<file path="src/rtl/reg_bank_read_port.sv">
// rtl/reg_bank_read_port.sv - register bank with a ready/valid read port and write-to-read bypass
module reg_bank_read_port #(
    parameter int N     = 8,
    parameter int DEPTH = 8,
    parameter int AW    = 3
) (
    input  logic          clk,
    input  logic          rst_n,
    input  logic          write_enable,
    input  logic [AW-1:0] write_addr,
    input  logic [N-1:0]  data_in,
    input  logic          rd_req,
    input  logic [AW-1:0] rd_addr,
    output logic          rd_req_ready,
    output logic [N-1:0]  data_out,
    output logic          data_valid,
    input  logic          data_ready,
    output logic [7:0]    rd_count
);

    typedef enum logic {
        S_IDLE = 1'b0,
        S_RESP = 1'b1
    } state_t;

    state_t         r_state;
    state_t         w_next_state;
    logic [N-1:0]   r_bank [DEPTH];
    logic [N-1:0]   r_data_out;
    logic [7:0]     r_rd_count;
    logic           w_accept;
    logic           w_xfer;
    logic [N-1:0]   w_rd_data;

    assign w_accept = rd_req && rd_req_ready;
    assign w_xfer   = data_valid && data_ready;

    // A write landing on the address being read this edge wins, so the read sees the new value
    assign w_rd_data = (write_enable && (write_addr == rd_addr)) ? data_in : r_bank[rd_addr];

    assign data_out = r_data_out;
    assign rd_count = r_rd_count;

    // State register
    always_ff @(posedge clk or negedge rst_n) begin
        if (!rst_n) begin
            r_state <= S_IDLE;
        end else begin
            r_state <= w_next_state;
        end
    end

    // Next-state: an acceptance always leads to RESP; otherwise a completed transfer drains to IDLE
    always_comb begin
        w_next_state = r_state;
        case (r_state)
            S_IDLE: if (w_accept) w_next_state = S_RESP;
            S_RESP: begin
                if (w_accept) begin
                    w_next_state = S_RESP;
                end else if (w_xfer) begin
                    w_next_state = S_IDLE;
                end
            end
            default: w_next_state = S_IDLE;
        endcase
    end

    // Outputs: ready passes consumer ready through in RESP so a new request can replace the old response
    always_comb begin
        rd_req_ready = 1'b1;
        data_valid   = 1'b0;
        case (r_state)
            S_IDLE: begin
                rd_req_ready = 1'b1;
                data_valid   = 1'b0;
            end
            S_RESP: begin
                rd_req_ready = data_ready;
                data_valid   = 1'b1;
            end
            default: begin
                rd_req_ready = 1'b1;
                data_valid   = 1'b0;
            end
        endcase
    end

    // Register bank write port
    always_ff @(posedge clk or negedge rst_n) begin
        if (!rst_n) begin
            for (int i = 0; i < DEPTH; i++) begin
                r_bank[i] <= '0;
            end
        end else if (write_enable) begin
            r_bank[write_addr] <= data_in;
        end
    end

    // Response data snapshot: only updated on acceptance, so it holds through stalls and in IDLE
    always_ff @(posedge clk or negedge rst_n) begin
        if (!rst_n) begin
            r_data_out <= '0;
        end else if (w_accept) begin
            r_data_out <= w_rd_data;
        end
    end

    // Completed-transfer counter, wraps naturally at 8 bits
    always_ff @(posedge clk or negedge rst_n) begin
        if (!rst_n) begin
            r_rd_count <= '0;
        end else if (w_xfer) begin
            r_rd_count <= r_rd_count + 8'd1;
        end
    end

endmodule

</file>
<file path="config.mk">
export PLATFORM = sky130hd
export DESIGN_NAME = reg_bank_read_port
export DESIGN_NICKNAME = d
export VERILOG_FILES = /design/src/rtl/reg_bank_read_port.sv
export SDC_FILE = /design/constraint.sdc
export NUM_CORES = 1
export LEC_CHECK = 0
export BUFFER_PORTS_ARGS = -buffer_cell sky130_fd_sc_hd__buf_2
export CORE_MARGIN = 4
export CORE_UTILIZATION = 49
export DETAILED_ROUTE_END_ITERATION = 8
export PLACE_DENSITY = 0.71
export SYNTH_ARGS = -nofsm -noshare
export SYNTH_HDL_FRONTEND = slang
export SYNTH_SLANG_ARGS = --single-unit
export TNS_END_PERCENT = 5
</file>
<file path="constraint.sdc">
create_clock -name clk -period 1.69 [get_ports clk]
set_input_delay 0.338 -clock clk [delete_from_list [all_inputs] [get_ports clk]]
set_output_delay 0.338 -clock clk [all_outputs]
set_load 0.02 [all_outputs]
</file>
==> implementation parameters <==
Parameter                              Value

Status
  Run status    finished, final reports clean

Worst setup path
  Setup CP Type    reg2reg
  Type of element launching the critical path    flop
  Minimum setup slack among reg-to-reg paths    0.13 ns
  Critical Path AT    1.79 ns
  Worst R2R Path Depth    3
  Worst reg2reg path startpoint    r_bank[40]$_DFFE_PN0P_
  Data required time of the critical path    1.92 ns
  Launching instance or port of the critical path    r_bank[40]$_DFFE_PN0P_
  Crit path capture type    flop
  Max FO, Critical Path    2

Cells and area
  Layout cells sized above 1    0.450
  Diodes inserted    0
  Area growth from synthesis to layout    19.6%
  Fin cells    432
  Nets@finish    348
  Final Core Density    0.603

STA
  Final setup fails    0
  Max Transition Viols Final    0
  Final period utilization    0.925
  Slew at the pin closest to its max-slew limit    0.418 ns
  Setup repair after global routing missed its margin    no
  Hold violation total from the final report    0
  Headroom to the max-slew limit    0.721
  Post-route minimum period    1.56 ns
  Minimum setup slack in the final design    0.126 ns
  Maximum clock frequency    0.640 GHz
  Worst clock skew    0.00744 ns

Yosys
  Count of mapped cells out of synthesis    259
  Ranking of synthesized cells by instance count    sky130_fd_sc_hd__dfrtp_1 (81), sky130_fd_sc_hd__mux2_2 (50), sky130_fd_sc_hd__nand2_1 (21), sky130_fd_sc_hd__o21ai_0 (16), sky130_fd_sc_hd__mux4_2 (10)
  Mapped Avg Cell Area    14.1 µm²
  Mux cell area share after synthesis    0.278
  Largest family of logic cells by synthesized area    multiplexers
  Syn Nets    279
  Netlist area before placement    0.00365 mm²
  Number of synthesized register bits    81
  Cell taking the most area after synthesis    sky130_fd_sc_hd__dfrtp_1
  Synth Warn #    0
  Predominant post-synthesis flop cell    sky130_fd_sc_hd__dfrtp_1
  Fraction of the yosys area taken by sequential cells    0.555
  Post-synthesis cell type count    30
  Biggest area contributors in the synthesized netlist    sky130_fd_sc_hd__dfrtp_1 (55%), sky130_fd_sc_hd__mux2_2 (15%), sky130_fd_sc_hd__mux4_2 (6.2%)
  Number of synthesized flops with an enable pin    0
  Area fraction of the dominant cell type after synthesis    0.555
  Post-synthesis xor/xnor area fraction    0.0240
  Fraction of synthesis flops using an asynchronous set or reset pin    1.00
  Share of synthesized cell area in and, or, nand and nor gates    0.0774
  Cell with the most instances after synthesis    sky130_fd_sc_hd__dfrtp_1
  Compound-gate portion of the synthesized area    0.0404
  Post-synthesis share of cell area spent on full adders, half adders and majority gates    0.00342

Hold path
  Type of the tightest min-delay check    in2reg
  Worst Hold Launch    rd_req
  Depth of the worst hold-timing path    2

Power and ir drop
  Power per Cell Area    1200 mW/mm²
  Max IR drop VDD    639 µV
  Leakage    1.98 nW

Global route
  Vias in the first global route    2501
  Total GRT Usage    0.202
  Number of antenna violations at the first check in global routing    0
  Pin count of the biggest net entering global routing    32
  Global-route wire length before repair    13200 µm
  Sum of overflow across all layers after global routing    0

Clocking
  Clock buffer count from CTS    9
  CTS sink cnt    81
  Number of buffers between clock root and the deepest sink    2
  Clock tree from TritonCTS    yes
  Maximum level of the CTS H-tree    3
  Worst-skew pair later-pin latency    0.34 ns
  CTS root buf    sky130_fd_sc_hd__clkbuf_8
  Number of resized instances in the post-cts repair step    0
  CTS clock-pin slew for the worst setup and hold paths    0.08 ns

Drt
  First-iteration detailed-routing DRC count    174
  Average wire length per cell after detail routing    18.7 µm
  Final ANT Viol Nets    0
  DRT Pass-1 Iters    4
  DRC errors left    0
  Count of vias placed by the detailed router    2382
  Final routed wirelength across all metal layers    8070 µm
  Routed via count divided by cell count    5.51

Die
  Initial core utilization    0.504
  Top Ports    37
  Die extent in x    94.4 µm
  Die Ht    94.4 µm
  Core area    0.00725 mm²
  Die ar.    0.00890 mm²
  Cell row count    31

Place
  Number of placed instances with taps included    415
  Half-perimeter wire length after placement    5930 µm
  Count of port buffers added during placement    36
  Post-Place Setup Slack    -0.0522 ns
  Final weighted congestion in routability-driven placement    0.786

Flow run
  Number of violations of the max-capacitance limit    0
[timing repair]
item                      CTS  global route
hold endpoints to repair   28             0
hold buffers                1             0
buffers inserted            0             0
[state kept, by name, summed over array words and instances (netlist names)]
| name | count |
|---|---|
| r_state | 1 |
| rd_count | 8 |
| data_out | 8 |
| r_bank | 64 |
[layout make-up]
class	count	area (µm²)
Clock buffer	11	141
Inverter	4	15.0
Timing Repair Buffer	71	460
Tap cell	99	124
Clock inverter	5	55.1
Fill cell	583	2880
Multi-Input combinational cell	161	1550
Sequential cell	81	2030
[worst paths after layout]
check | to
hold reg to reg | rd_count[7]$_DFFE_PN0P_
setup reg to reg | data_out[0]$_DFFE_PN0P_
setup / recovery | data_out[0]$_DFFE_PN0P_
max in group asynchronous | r_bank[34]$_DFFE_PN0P_
min in group asynchronous | r_bank[47]$_DFFE_PN0P_
hold / removal | r_state$_DFF_PN0_
[report_power, final]
part	switching [mW]	internal, mW	total (mW)
Combinational	0.550	0.631	1.18
Sequential	0.275	2.38	2.65
Clock	0.686	0.718	1.40
[worst max-delay path: stages, from the launching register on]
cell                      delay, ns
sky130_fd_sc_hd__dfrtp_1       0.40
sky130_fd_sc_hd__mux4_1        0.49
sky130_fd_sc_hd__mux2_2        0.27
sky130_fd_sc_hd__a221o_1       0.29
[per-layer routing]
metal,vias to the layer above,GRT usage,share of wire
li1,1088,-,-
met1,1212,0.272,0.45
met2,73,0.335,0.49
met3,9,0.0478,0.051
met4,0,0.0457,0.0073
met5,-,0,0
[logic make-up after synthesis]
family | Yosys count
and+or+nand+nor | 53
buffers and inverters | 17
muxes | 73
AOI/OAI and AO/OA | 24
xor gates and xnor gates | 10
adders and majority gates | 1
DFF | 81
[per-stage QoR]
stage	power (mW)	setup TNS, ns	area, µm²	hold slack (ns)
floorplan	3.43	0	3660	0.0424
global placement	3.81	-0.0261	4170	0.301
detailed placement	3.87	-0.0522	4170	0.303
CTS	5.28	0	4370	0.207
global route	5.51	0	4370	0.224
finish	5.24	0	4370	0.221
[cells in the final DEF (no fill, tap or decap), drive strengths merged, types with 2 or more instances in the layout]
master    Yosys  layout
clkinvlp      0       2
nand2        21      21
dfrtp        81      81
xor2          2       2
mux2         50      50
nor2          8       8
nand3         2       2
o21ai        16      16
a211oi        3       3
nor3b         2       2
nand2b        3       3
xnor2         8       8
nor3          5       5
clkbuf        6      11
a221oi        4       4
nand4b        3       3
inv           4       4
mux4         16      16
buf           7      70
mux2i         7       7
nand4         2       2
and2          4       4
clkinv        0       2
and3          2       2
(Power assumes the default switching activity.)
